$ cat config.mk
export PLATFORM = sky130hd
export DESIGN_NAME = packet_serializer
export DESIGN_NICKNAME = d
export VERILOG_FILES = /design/src/rtl/packet_serializer.sv
export SDC_FILE = /design/constraint.sdc
export NUM_CORES = 2
export LEC_CHECK = 0
export ABC_AREA = 1
export CAP_MARGIN = 20
export CELL_PAD_IN_SITES_DETAIL_PLACEMENT = 1
export CELL_PAD_IN_SITES_GLOBAL_PLACEMENT = 1
export CORE_UTILIZATION = 25
export CTS_CLUSTER_DIAMETER = 40
export CTS_CLUSTER_SIZE = 8
export DETAILED_ROUTE_END_ITERATION = 12
export PLACE_DENSITY = 0.56
export SYNTH_ARGS = -nofsm -noshare
export SYNTH_HDL_FRONTEND = slang
export SYNTH_SLANG_ARGS = --single-unit
$ cat constraint.sdc
create_clock -name clock -period 2.85 [get_ports clock]
set_clock_uncertainty 0.15 [all_clocks]
set_input_delay 0.7125 -clock clock [delete_from_list [all_inputs] [get_ports clock]]
set_output_delay 0.7125 -clock clock [all_outputs]
set_load 0.05 [all_outputs]
$ cat src/rtl/packet_serializer.sv
// Packet serializer: captures one scheduler-selected packet and replays it
// as a single AXI write-address beat followed by BEATS write-data beats,
// then pulses consumed so the scheduler can release its queue head.
// Every output comes straight from a flop; ready inputs only steer next state.
module packet_serializer #(
    parameter int HEADER_SIZE = 102,
    parameter int BEATS       = 4,
    parameter int STRB_SIZE   = 16,
    parameter int BEAT_SIZE   = 128,
    parameter int DATA_SIZE   = HEADER_SIZE + BEATS*STRB_SIZE + BEATS*BEAT_SIZE
) (
    input  logic                   clock,
    input  logic                   reset,
    input  logic [DATA_SIZE-1:0]   selector_to_serializer_packet,
    input  logic                   scheduler_to_serializer_activate_signal,
    output logic                   serializer_to_scheduler_consumed,
    output logic [HEADER_SIZE-1:0] m_aw_header,
    output logic                   m_aw_valid,
    input  logic                   m_aw_ready,
    output logic [BEAT_SIZE-1:0]   m_w_data,
    output logic [STRB_SIZE-1:0]   m_w_strb,
    output logic                   m_w_last,
    output logic                   m_w_valid,
    input  logic                   m_w_ready,
    output logic                   busy
);

    localparam int CNT_W = (BEATS > 1) ? $clog2(BEATS) : 1;
    localparam logic [CNT_W-1:0] LAST_BEAT = CNT_W'(BEATS - 1);
    localparam int DATA_BASE = HEADER_SIZE + BEATS*STRB_SIZE;

    typedef enum logic [1:0] {
        ST_IDLE = 2'd0,
        ST_ADDR = 2'd1,
        ST_DATA = 2'd2,
        ST_DONE = 2'd3
    } state_t;

    state_t                 state_r, state_s;
    logic [CNT_W-1:0]       cnt_r, cnt_s, cnt_inc_s;
    logic [DATA_SIZE-1:0]   pkt_r, pkt_s;
    logic                   consumed_r, consumed_s;
    logic                   aw_valid_r, aw_valid_s;
    logic                   w_valid_r, w_valid_s;
    logic                   w_last_r, w_last_s;
    logic                   busy_r, busy_s;
    logic [BEAT_SIZE-1:0]   w_data_r, w_data_s;
    logic [STRB_SIZE-1:0]   w_strb_r, w_strb_s;

    // Extract the data field of beat idx from a packed packet.
    function automatic logic [BEAT_SIZE-1:0] beat_data(input logic [DATA_SIZE-1:0] pkt,
                                                       input logic [CNT_W-1:0] idx);
        beat_data = pkt[DATA_BASE + int'(idx)*BEAT_SIZE +: BEAT_SIZE];
    endfunction

    // Extract the strobe field of beat idx from a packed packet.
    function automatic logic [STRB_SIZE-1:0] beat_strb(input logic [DATA_SIZE-1:0] pkt,
                                                       input logic [CNT_W-1:0] idx);
        beat_strb = pkt[HEADER_SIZE + int'(idx)*STRB_SIZE +: STRB_SIZE];
    endfunction

    // Next-state and next-output computation; every register holds by default.
    always_comb begin
        state_s    = state_r;
        cnt_s      = cnt_r;
        cnt_inc_s  = cnt_r + CNT_W'(1);
        pkt_s      = pkt_r;
        consumed_s = 1'b0;
        aw_valid_s = aw_valid_r;
        w_valid_s  = w_valid_r;
        w_last_s   = w_last_r;
        busy_s     = busy_r;
        w_data_s   = w_data_r;
        w_strb_s   = w_strb_r;
        case (state_r)
            ST_IDLE: begin
                if (scheduler_to_serializer_activate_signal) begin
                    pkt_s      = selector_to_serializer_packet;
                    state_s    = ST_ADDR;
                    aw_valid_s = 1'b1;
                    busy_s     = 1'b1;
                end else begin
                    busy_s     = 1'b0;
                end
            end
            ST_ADDR: begin
                if (m_aw_ready) begin
                    aw_valid_s = 1'b0;
                    state_s    = ST_DATA;
                    cnt_s      = {CNT_W{1'b0}};
                    w_valid_s  = 1'b1;
                    w_data_s   = beat_data(pkt_r, {CNT_W{1'b0}});
                    w_strb_s   = beat_strb(pkt_r, {CNT_W{1'b0}});
                    w_last_s   = (LAST_BEAT == {CNT_W{1'b0}});
                end else begin
                    aw_valid_s = 1'b1;
                end
            end
            ST_DATA: begin
                if (m_w_ready) begin
                    if (cnt_r == LAST_BEAT) begin
                        // Counter saturates at the final beat.
                        w_valid_s  = 1'b0;
                        w_last_s   = 1'b0;
                        state_s    = ST_DONE;
                        consumed_s = 1'b1;
                    end else begin
                        cnt_s    = cnt_inc_s;
                        w_data_s = beat_data(pkt_r, cnt_inc_s);
                        w_strb_s = beat_strb(pkt_r, cnt_inc_s);
                        w_last_s = (cnt_inc_s == LAST_BEAT);
                    end
                end else begin
                    w_valid_s = 1'b1;
                end
            end
            ST_DONE: begin
                // Activate is ignored here; the next IDLE cycle is the capture point.
                state_s = ST_IDLE;
                cnt_s   = {CNT_W{1'b0}};
                busy_s  = 1'b0;
            end
            default: begin
                state_s    = ST_IDLE;
                cnt_s      = {CNT_W{1'b0}};
                aw_valid_s = 1'b0;
                w_valid_s  = 1'b0;
                w_last_s   = 1'b0;
                busy_s     = 1'b0;
            end
        endcase
    end

    // State, counter, packet and output registers with asynchronous clear.
    always_ff @(posedge clock or negedge reset) begin
        if (!reset) begin
            state_r    <= ST_IDLE;
            cnt_r      <= {CNT_W{1'b0}};
            pkt_r      <= {DATA_SIZE{1'b0}};
            consumed_r <= 1'b0;
            aw_valid_r <= 1'b0;
            w_valid_r  <= 1'b0;
            w_last_r   <= 1'b0;
            busy_r     <= 1'b0;
            w_data_r   <= {BEAT_SIZE{1'b0}};
            w_strb_r   <= {STRB_SIZE{1'b0}};
        end else begin
            state_r    <= state_s;
            cnt_r      <= cnt_s;
            pkt_r      <= pkt_s;
            consumed_r <= consumed_s;
            aw_valid_r <= aw_valid_s;
            w_valid_r  <= w_valid_s;
            w_last_r   <= w_last_s;
            busy_r     <= busy_s;
            w_data_r   <= w_data_s;
            w_strb_r   <= w_strb_s;
        end
    end

    assign serializer_to_scheduler_consumed = consumed_r;
    assign m_aw_header = pkt_r[HEADER_SIZE-1:0];
    assign m_aw_valid  = aw_valid_r;
    assign m_w_data    = w_data_r;
    assign m_w_strb    = w_strb_r;
    assign m_w_last    = w_last_r;
    assign m_w_valid   = w_valid_r;
    assign busy        = busy_r;

endmodule

# Yosys cells after proc, flatten, opt, wreduce, memory -nomap -nowiden
# Cells that the tools add are included.
[word_totals]
in_bits = 683
out_inout_bits = 251
elab_cells = 71
regBits = 831
[classes]
n_mux = 33
add_sub_neg = 3
reduce_logical = 12
n_eq_ne = 11
n_shift = 2
[op_table]
columns = ["operator", "count"]
rows = [
  ["$shiftx 678x11->128", 1],
  ["$shiftx 678x9->16", 1],
  ["$mux 128", 3],
  ["$pmux 128 s2", 1],
  ["$mux 16", 3],
  ["$pmux 16 s2", 1],
  ["$mux 2", 7],
  ["$mux 1", 12],
  ["$reduce_and 4->1", 3],
  ["$add 8x9->10 const A", 1],
  ["$ne 2x2->1 const B", 5],
  ["$add 7x6->8 const A", 1],
  ["$eq 2x2->1 const B", 4],
  ["$pmux 1 s2", 4],
  ["$pmux 2 s4", 1],
  ["$pmux 2 s3", 1],
  ["$reduce_and 3->1", 2],
  ["$reduce_bool 2->1", 3],
  ["$reduce_and 2->1", 2],
  ["$ne 3x3->1 const B", 1],
  ["$reduce_bool 3->1", 1],
  ["$add 2x1->2 const B", 1],
  ["$eq 2x1->1 const B", 1],
  ["$logic_not 2->1", 1],
]

# Logic depth before layout (Yosys ltp)
[depth]
word_depth = 6
depth_mapped = 14
mapped_depth_nobuf = 9

# Least setup slack after synthesis
# Ideal clock, no wire load.
[synth_path]
path_type = "register to register"
from = "register cnt_r[0]"
to = "register w_data_r[100], in the netlist m_w_data[100]"
setup_slack_ns = 0.523
t_required_ns = 2.582
setup_ns = 0.118
stages_incl_launch_ff = 15
n_path_buf = 6
synth_period_minus_slack_ns = 2.327
arrival_time_ns = 2.059
cell_sequence = "dfrtp_1 -> buf_4 -> inv_1 -> buf_2 -> buf_2 -> ha_1 -> buf_2 -> inv_4 -> buf_2 -> buf_2 -> nand3_1 -> nand2_1 -> nand2_1 -> nand2_1 -> nand2_1"
[synth_via]
elab_chain_cells = 6
elab_cells_between_ends = 9
classes_between = "2 x add/sub; 2 x eq/ne; 1 x shift; 3 x mux; 1 x reduce/logical"
[synth_lines]
columns = ["element", "line", "rtl"]
rows = [
  ["from (decl)", "40", "logic [CNT_W-1:0] cnt_r, cnt_s, cnt_inc_s;"],
  ["from (signal assigned)", "138", "cnt_r <= {CNT_W{1'b0}};"],
  ["from (signal assigned)", "149", "cnt_r <= cnt_s;"],
  ["$add 2x1->2", "66", "cnt_inc_s = cnt_r + CNT_W'(1);"],
  ["$add 8x9->10", "53", "beat_data = pkt[DATA_BASE + int'(idx)*BEAT_SIZE +: BEAT_SIZE];"],
  ["$shiftx 678x11->128", "53", ""],
  ["$mux 128", "101", "if (cnt_r == LAST_BEAT) begin"],
  ["$mux 128", "100", "if (m_w_ready) begin"],
  ["$pmux 128 s2", "75", "case (state_r)"],
  ["to (signal assigned)", "145", "w_data_r <= {BEAT_SIZE{1'b0}};"],
  ["to (signal assigned)", "156", "w_data_r <= w_data_s;"],
  ["to (decl)", "47", "logic [BEAT_SIZE-1:0] w_data_r, w_data_s;"],
]
# Parallel ways exist; a longest one is shown, timed or not. The select of a mux whose other input is x is not followed.
# A chain may end at the register's enable or synchronous reset.

# Worst setup path after layout
[layout_path]
from = "register w_data_r[9], in the netlist m_w_data[9]"
to = "output m_w_data[9]"
[layout_rtl]
columns = ["element", "line", "rtl"]
rows = [
  ["to (decl)", "20", "output logic [BEAT_SIZE-1:0] m_w_data,"],
]
# No word-level cell between the ends.

==> impl_metrics.csv <==
group,metric,value,unit
run_status,outcome,"complete, no violations",
synth,ys_types,20,
sta,hold_viol,0,
synth,synth_area_leaders,"dfrtp_1, mux2_2, nand2_1",
synth,synth_nets,4472,
synth,synth_top_area_cell,"dfrtp_1",
critical_path,cp_cell_sequence,"clkdlybuf4s50_1",
routing,ant_nets,0,
critical_path,start_kind,"flop",
critical_path,r2r_cells,9,
synth,synth-edff-count,0,
critical_path,cp-end-kind,"primary output",
sta,timing.final.crit_share,0.9732,
place,dpl_cell_area,0.04943,mm2
sta,fmax,0.3606,GHz
synth,ys_warn_count,0,
layout,multi_input_area,0.01536,mm2
cts,cts_tree,"built",
synth,avgSynthCellArea,10.14,um2
floorplanning,start_util,0.2519,
global_routing,track_usage,0.1931,
critical_path,path_buf_inv,1,
layout,fin_area,0.05517,mm2
place,dp_hpwl,109300,um
critical_path,crit_required,1990,ps
cts,cts_setup_buffers,0,
cts,clock_latency,760,ps
hold_path,hold_path_depth,2,
hold_path,hp-class,"flop to flop",
pwr,ir_drop,0.0006547,V
global_routing,grt_pass1_vias,32584,
floorplanning,num_rows,143,
run,maxCapViolCount,0,
pwr,clockPowerShare,0.277,
pwr,p_int,43.55,mW
routing,vias,30233,
synth,syn_inst,3780,
cts,htree_levels,4,
sta,relSlewSlack,0.3560,
pwr,power_density,1324,mW/mm2
sta,finalCriticalPeriod,2774,ps
pwr,leakage,25.27,nW
place,portBuffers,933,
routing,post_drt_wl_per_cell,22.08,um
layout,syn_to_final_growth,44.00,%
critical_path,cp_num_cells,1,
floorplanning,ios,934,
global_routing,overflow,0,
layout,layout.nets,5343,
critical_path,crit_type,"flop to primary output",
floorplanning,dieArea,0.1548,mm2
layout,nFillCells,16968,
cts,root_buffer,"clkbuf_16",
cts,clk_pin_slew,50,ps
critical_path,cp_max_fo,2,
sta,worst_pin_slew,966.1,ps
floorplanning,die_h,393.5,um
routing,vias_per_cell,4.425,
layout,regArea,0.02080,mm2
routing,drt_iter0_markers,1283,
routing,drt-total-wl,150900,um
synth,yosysSeqAreaShare,0.5428,
sta,setup_tns,0,ps
pwr,switchingPower,29.50,mW
synth,ys_ff_latch,831,
cts,cts_buffer_depth,3,
cts,cts.sinks,831,
pwr,p_sw_frac,0.4039,
sta,setup_viol_count_final,0,
floorplanning,die-width,393.5,um
place,dp.cells,6509,
global_routing,grt_pass1_wl,223400,um
pwr,p_seq_frac,0.296,
critical_path,slowest_stage,"clkdlybuf4s50_1",
critical_path,crit_arrival,1910,ps
layout,drive_above_1_share,0.2243,
synth,ys_top_cells_by_count,"nand2_1, dfrtp_1, mux2_2",
sta,drv_slew,0,
synth,synth_area,0.03831,mm2
synth,async_flop_share,1.000,
global_routing,antenna_found_initial,55,
routing,dr.pass1.iters,7,
synth,yosysTopAreaCellShare,0.5428,
synth,yosysMostFrequentCell,"nand2_1",
synth,ys_dominant_reg_cell,"dfrtp_1",
routing,drc,0,
pwr,power_frac_comb,0.427,
critical_path,cpPeakStageDelay,820,ps
global_routing,grt_max_degree,135,
critical_path,cp_top_family,"buffers and inverters",
floorplanning,core-area,0.1521,mm2
place,gp_congestion,0.8207,
layout,fin_cells,6833,
cts,cts_buffers,169,
## registers in the layout (all words and copies together) (netlist names)
signal	flops
pkt_r	678
m_w_data	128
m_w_strb	16
cnt_r	2
state_r	2
busy	1
m_aw_valid	1
m_w_last	1
m_w_valid	1
serializer_to_scheduler_consumed	1
## layout by cell type, fill, tap and decap left out, types with 2 or more instances in the layout
master           count
nand2_1           1318
dfrtp_1            830
clkdlybuf4s50_1    718
mux2_2             678
nor2_1             294
nand3_1            290
dlygate4sd2_1      178
clkbuf_16          169
buf_4               62
buf_12              47
clkinv_2            32
clkbuf_8            29
dlymetal6s2s_1      28
diode_2             24
clkbuf_1            22
bufinv_16           21
inv_1               11
clkinvlp_4           9
ha_1                 7
o21ai_0              5
clkinv_8             5
clkinv_4             5
inv_6                4
ha_4                 2
clkinv_16            2
inv_16               2
## area by class of cell
| type | count | area share |
|---|---|---|
| multi-input cells | 2601 | 0.2784 |
| diodes | 24 | 0.001089 |
| inverters | 13 | 0.001111 |
| clock buffers | 220 | 0.08539 |
| repair buffers | 1035 | 0.1908 |
| clock inverters | 79 | 0.02012 |
| well taps | 2030 | 0.04604 |
| flip-flops and latches | 831 | 0.3770 |
## power groups by stage
stage               Sequential (mW)  Clock (mW)  Combinational [mW]
global route                   22.4        21.3                34.1
global placement               21.7           0                32.1
CTS                            21.7        20.7                31.9
detailed placement             21.8           0                32.6
finish                         21.6        20.2                31.2
floorplan                      23.9           0                19.7
## final timing paths
kind | from | endpoint | slack [ps]
setup / recovery | m_w_data[9]$_DFFE_PN0P_ | m_w_data[9] | 80
hold / removal | m_w_data[83]$_DFFE_PN0P_ | m_w_data[83]$_DFFE_PN0P_ | 320
max in group asynchronous | reset | pkt_r[523]$_DFFE_PN0P_ | 1200
setup reg to reg | cnt_r[0]$_DFFE_PN0P_ | m_w_data[27]$_DFFE_PN0P_ | 450
hold reg to reg | m_w_data[83]$_DFFE_PN0P_ | m_w_data[83]$_DFFE_PN0P_ | 320
min in group asynchronous | reset | m_w_data[74]$_DFFE_PN0P_ | 340
## repair_timing
| item | CTS | global route |
|---|---|---|
| hold buffers | 1 | 0 |
| endpoints found under the hold margin | 19 | 0 |
| setup endpoints to repair | 178 | 28 |
| resized for setup | 178 | 28 |
## per-layer routing
metal / global-route usage / part of all wire
met5: 0 / 0.0015
met2: 0.3407 / 0.52
met1: 0.2237 / 0.40
met4: 0.06643 / 0.029
met3: 0.05227 / 0.053
## stage by stage
stage	setup WS (ps)	util	power, mW	hold slack (ps)
final	76.47	0.3627	73.05	318.1
after floorplan	522.9	-	43.66	266.9
after CTS	0.4088	0.3619	74.30	318.2
after detailed placement	203.9	0.3250	54.43	314.0
after global placement	232.9	0.3250	53.75	310.2
after global routing	-0.3884	0.3626	77.80	322.2
## kinds of logic after synthesis
logic type / count (synthesis) / share of synthesized area
and+or+nand+nor: 1907 / 0.1966
DFF: 831 / 0.5428
muxes: 678 / 0.1993
buffers and inverters: 348 / 0.05732
adders and majority gates: 9 / 0.002939
AOI/OAI and AO/OA: 7 / 0.001013
(Power assumes the default switching activity.)
